==> src/rtl/mips_debug_controller.sv <==
// Host-side debug sequencer for the 5-stage MIPS core: decodes UART commands, loads
// instruction memory, runs/steps the core through o_halt and streams back a pipeline snapshot.
`default_nettype none

module mips_debug_controller #(
    parameter int NB_DATA     = 32,
    parameter int NB_SNAP     = 304,
    parameter int RUN_TIMEOUT = 1048576
) (
    input  logic               clk,
    input  logic               i_reset,
    input  logic [7:0]         i_rx_data,
    input  logic               i_rx_valid,
    output logic [7:0]         o_tx_data,
    output logic               o_tx_start,
    input  logic               i_tx_done,
    input  logic               i_end,
    input  logic [NB_SNAP-1:0] i_snapshot,
    output logic               o_mips_reset,
    output logic               o_we_IF,
    output logic [NB_DATA-1:0] o_instruction_data,
    output logic [NB_DATA-1:0] o_instruction_addr,
    output logic               o_halt,
    output logic               o_busy
);

    localparam int WB  = NB_DATA / 8;
    localparam int IW  = (WB > 1) ? $clog2(WB) : 1;
    localparam int RW  = $clog2(RUN_TIMEOUT + 1);
    localparam int NBY = NB_SNAP / 8;
    localparam int DW  = $clog2(NBY + 1);
    localparam logic [RW-1:0] RUN_MAX   = RW'(RUN_TIMEOUT);
    localparam logic [IW-1:0] IDX_LAST  = IW'(WB - 1);
    localparam logic [DW-1:0] DUMP_LAST = DW'(NBY - 1);

    typedef enum logic [3:0] {
        IDLE, LD_CNT, LD_BYTE, LD_WR, RUN, STEP,
        DMP_LD, DMP_TX, DMP_WT, RPL_TX, RPL_WT
    } state_e;

    state_e               state_q, state_d;
    logic [NB_DATA-1:0]   addr_q, addr_d;
    logic [NB_DATA-1:0]   word_q, word_d;
    logic [7:0]           cnt_q, cnt_d;
    logic [IW-1:0]        idx_q, idx_d;
    logic [RW-1:0]        run_q, run_d;
    logic [NB_SNAP-1:0]   snap_q, snap_d;
    logic [DW-1:0]        dcnt_q, dcnt_d;
    logic [7:0]           rpl_q, rpl_d;
    logic                 rpl_dump_q, rpl_dump_d;
    logic                 mrst_q, mrst_d;

    always_ff @(posedge clk or negedge i_reset) begin
        if (!i_reset) begin
            state_q    <= IDLE;
            addr_q     <= '0;
            word_q     <= '0;
            cnt_q      <= '0;
            idx_q      <= '0;
            run_q      <= '0;
            snap_q     <= '0;
            dcnt_q     <= '0;
            rpl_q      <= '0;
            rpl_dump_q <= 1'b0;
            mrst_q     <= 1'b1;
        end else begin
            state_q    <= state_d;
            addr_q     <= addr_d;
            word_q     <= word_d;
            cnt_q      <= cnt_d;
            idx_q      <= idx_d;
            run_q      <= run_d;
            snap_q     <= snap_d;
            dcnt_q     <= dcnt_d;
            rpl_q      <= rpl_d;
            rpl_dump_q <= rpl_dump_d;
            mrst_q     <= mrst_d;
        end
    end

    always_comb begin
        state_d    = state_q;
        addr_d     = addr_q;
        word_d     = word_q;
        cnt_d      = cnt_q;
        idx_d      = idx_q;
        run_d      = run_q;
        snap_d     = snap_q;
        dcnt_d     = dcnt_q;
        rpl_d      = rpl_q;
        rpl_dump_d = rpl_dump_q;
        mrst_d     = 1'b0;
        o_we_IF    = 1'b0;
        o_tx_start = 1'b0;
        o_tx_data  = 8'h00;
        o_halt     = 1'b1;

        case (state_q)
            IDLE: begin
                run_d = '0;
                if (i_rx_valid) begin
                    case (i_rx_data)
                        8'h4C: state_d = LD_CNT;
                        8'h52: state_d = i_end ? DMP_LD : RUN;
                        8'h53: state_d = STEP;
                        8'h44: state_d = DMP_LD;
                        8'h58: begin
                            mrst_d = 1'b1;
                            addr_d = '0;
                        end
                        default: begin
                            rpl_d      = 8'h3F;
                            rpl_dump_d = 1'b0;
                            state_d    = RPL_TX;
                        end
                    endcase
                end
            end
            LD_CNT: begin
                if (i_rx_valid) begin
                    cnt_d   = i_rx_data;
                    idx_d   = '0;
                    state_d = (i_rx_data == 8'h00) ? IDLE : LD_BYTE;
                end
            end
            LD_BYTE: begin
                if (i_rx_valid) begin
                    word_d = {word_q[NB_DATA-9:0], i_rx_data};
                    idx_d  = idx_q + 1'b1;
                    if (idx_q == IDX_LAST) state_d = LD_WR;
                end
            end
            LD_WR: begin
                o_we_IF = 1'b1;
                addr_d  = addr_q + NB_DATA'(4);
                cnt_d   = cnt_q - 8'd1;
                if (cnt_q == 8'd1) begin
                    rpl_d      = 8'h4B;
                    rpl_dump_d = 1'b0;
                    state_d    = RPL_TX;
                end else begin
                    // A back-to-back first byte of the next word lands here and must be kept.
                    state_d = LD_BYTE;
                    idx_d   = '0;
                    if (i_rx_valid) begin
                        word_d = {word_q[NB_DATA-9:0], i_rx_data};
                        idx_d  = IW'(1);
                    end
                end
            end
            RUN: begin
                if (i_end) begin
                    state_d = DMP_LD;
                end else if (run_q == RUN_MAX) begin
                    rpl_d      = 8'h54;
                    rpl_dump_d = 1'b1;
                    state_d    = RPL_TX;
                end else begin
                    o_halt = 1'b0;
                    run_d  = run_q + 1'b1;
                end
            end
            STEP: begin
                o_halt  = 1'b0;
                state_d = DMP_LD;
            end
            DMP_LD: begin
                snap_d  = i_snapshot;
                dcnt_d  = '0;
                state_d = DMP_TX;
            end
            DMP_TX: begin
                o_tx_start = 1'b1;
                o_tx_data  = snap_q[NB_SNAP-1 -: 8];
                state_d    = DMP_WT;
            end
            DMP_WT: begin
                if (i_tx_done) begin
                    snap_d = snap_q << 8;
                    if (dcnt_q == DUMP_LAST) begin
                        state_d = IDLE;
                    end else begin
                        dcnt_d  = dcnt_q + 1'b1;
                        state_d = DMP_TX;
                    end
                end
            end
            RPL_TX: begin
                o_tx_start = 1'b1;
                o_tx_data  = rpl_q;
                state_d    = RPL_WT;
            end
            RPL_WT: begin
                if (i_tx_done) state_d = rpl_dump_q ? DMP_LD : IDLE;
            end
            default: state_d = IDLE;
        endcase
    end

    assign o_mips_reset       = mrst_q;
    assign o_instruction_addr = addr_q;
    assign o_instruction_data = word_q;
    assign o_busy             = (state_q != IDLE);

endmodule

`default_nettype wire

==> config.mk <==
export PLATFORM = sky130hd
export DESIGN_NAME = mips_debug_controller
export DESIGN_NICKNAME = d
export VERILOG_FILES = /design/src/rtl/mips_debug_controller.sv
export SDC_FILE = /design/constraint.sdc
export NUM_CORES = 1
export LEC_CHECK = 0
export ABC_AREA = 1
export BUFFER_PORTS_ARGS = -buffer_cell sky130_fd_sc_hd__buf_2
export CAP_MARGIN = 25
export CELL_PAD_IN_SITES_DETAIL_PLACEMENT = 2
export CELL_PAD_IN_SITES_GLOBAL_PLACEMENT = 2
export CORE_MARGIN = 5
export CORE_UTILIZATION = 35
export DETAILED_ROUTE_END_ITERATION = 8
export PLACE_DENSITY = 0.95
export SLEW_MARGIN = 25
export SYNTH_ARGS = -nofsm -noshare
export SYNTH_HDL_FRONTEND = slang
export SYNTH_SLANG_ARGS = --single-unit
==> constraint.sdc <==
create_clock -name clk -period 2.9 [get_ports clk]
set_input_delay 0 -clock clk [delete_from_list [all_inputs] [get_ports clk]]
set_output_delay 0 -clock clk [all_outputs]
set_load 0.05 [all_outputs]
==> impl_metrics.yaml, run 1 <==
critical_path:
  cpMaxStageDelayCell: "o21ai_0"
  crit_path_end_kind: "flop"
  crit_chain: "inv_1, nand2_1, nor2_4, inv_2, o21ai_4, buf_4, buf_12, o21ai_0"
  arrival_ps: 3350
  crit_required_ps: 3310
  critPathLaunchType: "flop"
  critical_path_class: "reg2reg"
  critPathMaxStageDelay_ps: 1170
  critical_path.top_delay_family: "compound AO/OA/AOI/OAI gates"
  crit_buf_inv: 4
  crit_fanout: 106
route:
  antenna_left: 0
  drt-met1-wl_um: 43710
  wl_met3_um: 7934
  drc: 0
  dr_wl_met2_um: 64730
  wl_per_cell_um: 32.15
  routed_wl_um: 129800
  top_layer: "met5"
  vias_per_cell: 5.820
  num_vias: 23490
  firstDrtPassIters: 6
  drtIter0Drc: 1896
synth:
  syn_area_sq_um: 20500
  synth_commonest_cells: "nand2_1, dfrtp_1, inv_1, o21ai_0, o211ai_1"
  synth_most_common_cell: "nand2_1"
  yosysTopAreaCell: "dfrtp_1"
  ys_async_sr_fraction: 1.000
  syn_inst: 2538
  synth-edff-count: 0
  synth-seq-cells: 413
  yosysSeqAreaShare: 0.5042
  synth_area_leaders: "dfrtp_1, o211ai_1, nand2_1"
  yosys.cell_types.count: 34
  syn_area_per_cell_sq_um: 8.077
  netlist.area_leader.share: 0.5030
  ys_warn_count: 0
  synthFlopType: "dfrtp_1"
placement:
  routabilityCongestion: 0.8720
  postPlaceCellArea_sq_um: 23130
  port_buffers: 391
  place_hpwl_um: 58470
  dp_slack_ps: 459.1
pwr:
  power.density_nw_per_um2: 1035
  power.total_uw: 29210
  leakage_uw: 0.01269
  ir_drop_mv: 0.6964
hold_path:
  hp-class: "in2reg"
job:
  cap_viol_max_count: 0
grt:
  track_usage: 0.3788
  grt_start_max_net_pins: 185
  grt_pass1_vias: 26370
  grt_pass1_wl_um: 180400
  overflow: 0
  antenna_found_initial: 57
clocking:
  clkLatencyLatePin_ps: 640
  cts-root-buf: "clkbuf_16"
  h-tree-depth: 2
  path_clk_slew_ps: 100
  cts_sinks: 413
  cts.path.max_buffers: 3
  cts_made_buffers: 49
  cts_tree: "built"
sta:
  finalCriticalPeriod_ps: 2940
  relSlewSlack: 0.03798
  drv_slew: 0
  worstMarginPinSlew_ps: 1428
  clock-skew-final_ps: 65.53
  layout_setup_ws_ps: -39.52
  hold_viol: 0
  fmax_mhz: 340.2
  fin_crit_sh: 1.014
  setup_tns_ps: -39.52
  finalSetupViolCount: 1
floorplan:
  ioPinCount: 394
  start_util: 0.3546
  dieHeight_um: 252.0
  rows: 88
  core_area_sq_um: 57810
  die_w_um: 252.0
  die_area_sq_um: 63510
cells_and_area:
  layout-drive-gt1-share: 0.1608
  final_net_count: 3501
  fin_util: 0.4885
  final_area_sq_um: 28240
  area_delta_synth_final_pct: 37.75
status:
  violations: "negative setup slack"
  outcome: "complete, but fails checks"
==> cell type report <==
class	count	area [sq um]
fill	6255	29570
sequential	413	10340
multi-input combinational	1558	7931
timing repair buffer	740	5559
inverter	414	1554
clock buffer	67	1406
tap	765	957.2
clock inverter	24	354.1
antenna	55	137.6
==> repair_timing <==
item / CTS / global route
hold buffers: 316 / 1
endpoints found under the setup margin: 0 / 3
setup buffers: 0 / 0
resized for setup: 0 / 2
hold endpoints to repair: 449 / 1
==> placed cells by master (no fill, tap or decap), drive strengths merged <==
cell type    netlist  routed
diode              0      55
clkinvlp           0       2
xnor2              3       3
clkinv             1      13
buf               96     422
mux2i              1       1
ha                 8       8
o22ai             10      10
nand3             73      73
dfrtp            412     412
o311ai             1       1
nand3b             1       1
nand4             13      13
a21oi             17      17
o31ai              4       4
dfstp              1       1
bufinv             0       9
nor2             122     122
and2               1       1
o21bai             1       1
or2                4       4
dlygate4sd3        0     317
conb               1       2
clkbuf            58      68
nand2            561     561
xor2              22      22
o21ai            395     395
a221oi             1       1
o211ai           298     298
inv              413     414
nor3              20      20
==> flip-flops by register name, indices dropped and copies added (netlist names) <==
signal              cells
idx_q                   2
dcnt_q                  6
o_instruction_addr     30
snap_q                304
state_q                 4
run_q                  21
rpl_q                   4
o_mips_reset            1
rpl_dump_q              1
o_instruction_data     32
cnt_q                   8
==> worst register-to-register path, delay by kind of cell (launching register included) <==
kind	cells	cell delay [ps]
flops	1	520
simple gates	2	260
buf+inv	4	650
compound gates	2	1340
==> cells by family (layout without fill, tap and decap cells) <==
logic type | count (synthesis) | count (layout) | share of synthesized area
adder cells (fa/ha/maj) | 8 | 8 | 0.004883
multiplexers | 1 | 1 | 0.0004883
other | 1 | 57 | 0.0001829
AO/OA/AOI/OAI | 727 | 727 | 0.2157
flip-flops | 413 | 413 | 0.5042
AND/OR/NAND/NOR | 795 | 795 | 0.1541
XOR/XNOR | 25 | 25 | 0.01068
buffers and inverters | 568 | 1245 | 0.1097
==> final timing paths <==
kind / start / endpoint / slack, ps / cells after the start
max: state_q[0] / snap_q[125] / -40 / 8
max in group asynchronous: i_reset / o_instruction_addr[2] / 1200 / 4
min reg2reg: rpl_q[5] / rpl_q[5] / 490 / 2
min: i_snapshot[148] / snap_q[148] / 200 / 4
max reg2reg: state_q[0] / snap_q[125] / -40 / 8
min in group asynchronous: i_reset / snap_q[148] / 480 / 3
==> routing by layer <==
| layer | GRT usage | up-vias |
|---|---|---|
| met1 | 0.3763 | 11791 |
| li1 | - | 9671 |
| met4 | 0.3054 | 10 |
| met3 | 0.09638 | 684 |
| met2 | 0.6679 | 1334 |
| met5 | 0 | - |
==> metrics by stage <==
stage,instances,hold slack (ps)
2_1_floorplan,2539,-295.6
3_3_place_gp,3572,71.30
3_5_place_dp,3572,81.73
4_1_cts,3979,47.65
5_1_grt,4024,223.9
6_report,4036,200.9
==> power by group <==
part           switching [uW]  internal (uW)
clock network            3140           4210
logic                    9060           2700
registers                1970           8130
Power figures use the tool's default switching activity.
==> run 2, diff against run 1 <==
- RECOVER_POWER: not set -> 25
- TNS_END_PERCENT: not set -> 20
==> run 2 against run 1 <==
Against the previous run:
- the flow finishes with violations (max-slew violations, negative setup slack)
- critical path type unchanged
- clock power about the same
- total power down 0.85%
- via count down 0.46%
- setup slack better by 11 ps
- register-to-register slack about the same
- largest power group unchanged
- critical path depth up 1
- worst hold slack better by 2.8 ps
- design area down 0.43%
- fmax up 0.38%
==> impl_metrics.yaml, run 2 (synthesized netlist as in run 1, its figures left out) <==
route:
  num_vias: 23383
  wl_per_cell_um: 31.79
  routed_wl_um: 128200
  drtIter0Drc: 1937
  vias_per_cell: 5.799
  antenna_left: 0
  drc: 0
  firstDrtPassIters: 7
placement:
  place_hpwl_um: 58470
  routabilityCongestion: 0.8720
  dp.cells: 3572
  dp_slack_ps: 459.1
  postPlaceCellArea_sq_um: 23130
  port_buffers: 391
clocking:
  cts-root-buf: "clkbuf_16"
  cts_made_buffers: 49
  postCtsSetupRepairBufs: 0
  cts_sinks: 413
  clkLatencyLatePin_ps: 630
  h-tree-depth: 2
  cts_tree: "built"
  cts.path.max_buffers: 3
  path_clk_slew_ps: 80
floorplan:
  ioPinCount: 394
  die_w_um: 252.0
  die_area_sq_um: 63510
  dieHeight_um: 252.0
  core_area_sq_um: 57810
  rows: 88
  start_util: 0.3546
grt:
  grt_start_max_net_pins: 185
  grt_pass1_wl_um: 180400
  antenna_found_initial: 57
  track_usage: 0.3788
  overflow: 0
  grt_pass1_vias: 26370
job:
  cap_viol_max_count: 0
sta:
  worstMarginPinSlew_ps: 1512
  layout_setup_ws_ps: -28.36
  finalCriticalPeriod_ps: 2928
  finalSetupViolCount: 1
  relSlewSlack: -0.007758
  setup_tns_ps: -28.36
  fin_crit_sh: 1.010
  drv_slew: 78
  clock-skew-final_ps: 65.46
  fmax_mhz: 341.5
  hold_viol: 0
critical_path:
  crit_required_ps: 3290
  cpMaxStageDelayCell: "o21ai_0"
  critPathLaunchType: "flop"
  critical_path.top_delay_family: "compound AO/OA/AOI/OAI gates"
  crit_chain: "inv_1, nand2_1, nor2_4, inv_2, o21ai_4, buf_4, buf_12, o211ai_1, o21ai_0"
  crit_path_end_kind: "flop"
  arrival_ps: 3320
  critical_path_class: "reg2reg"
  crit_buf_inv: 4
  critPathMaxStageDelay_ps: 560
  crit_fanout: 106
cells_and_area:
  nFillCells: 6287
  largest_reg_flops: 304
  layout_common_cells: "nand2_1, dfrtp_1, inv_1"
  area_delta_synth_final_pct: 37.15
  final_net_count: 3501
  layout-drive-gt1-share: 0.1412
  top_register: "snap_q"
  final_common_cell: "nand2_1"
  fin_util: 0.4864
  stdcell_count: 4032
  final_area_sq_um: 28110
pwr:
  ir_drop_mv: 0.6537
  power.density_nw_per_um2: 1030
  leakage_uw: 0.01247
hold_path:
  hp-class: "in2reg"
status:
  violations: "max-slew violations, negative setup slack"
  outcome: "complete, but fails checks"
[run 2: where the power goes]
part / switching [uW] / internal (uW)
sequential: 1970 / 8130
clock: 3120 / 4210
combinational: 8950 / 2590
[run 2: cell type report]
type,instances,area (sq um),share of cell area
flip-flops and latches,413,10340,0.3676
multi-input cells,1558,7931,0.2821
repair buffers,740,5448,0.1938
inverters,414,1554,0.05527
clock buffers,67,1406,0.05002
well taps,765,957.2,0.03405
clock inverters,24,354.1,0.01259
diodes,51,127.6,0.004539
[run 2: per-layer routing]
| metal | global-route usage | share of wire | vias up |
|---|---|---|---|
| li1 | - | - | 9655 |
| met1 | 0.3763 | 0.34 | 11767 |
| met2 | 0.6679 | 0.50 | 1275 |
| met3 | 0.09638 | 0.065 | 674 |
| met4 | 0.3054 | 0.099 | 12 |
| met5 | 0 | 0.0015 | - |
[run 2: worst paths after layout]
check	from	to	slack [ps]	cells past startpoint
worst max-delay path	state_q[0]	snap_q[113]	-30	9
worst min register to register	rpl_q[5]	rpl_q[5]	490	2
worst max register to register	state_q[0]	snap_q[113]	-30	9
min in group asynchronous	i_reset	snap_q[148]	810	3
worst min-delay path	i_snapshot[148]	snap_q[148]	200	4
max in group asynchronous	i_reset	snap_q[194]	280	4
[run 2: tightest hold or removal path, cell delays in order]
cell	delay, ps
dlygate4sd3_1	510
buf_2	100
o211ai_1	100
o21ai_0	90
[run 2: through the flow]
stage               power (uW)  hold WS, ps
floorplan                15320       -295.6
global placement         17450        71.30
detailed placement       18660        81.73
CTS                      26460        47.65
global route             29850        232.6
finish                   28960        203.7
[run 2: what timing repair did]
action / 4_1_cts / 5_1_grt
hold endpoints to repair: 449 / 1
setup endpoints to repair: 0 / 3
gates resized for setup: 0 / 2
hold buffers: 316 / 1
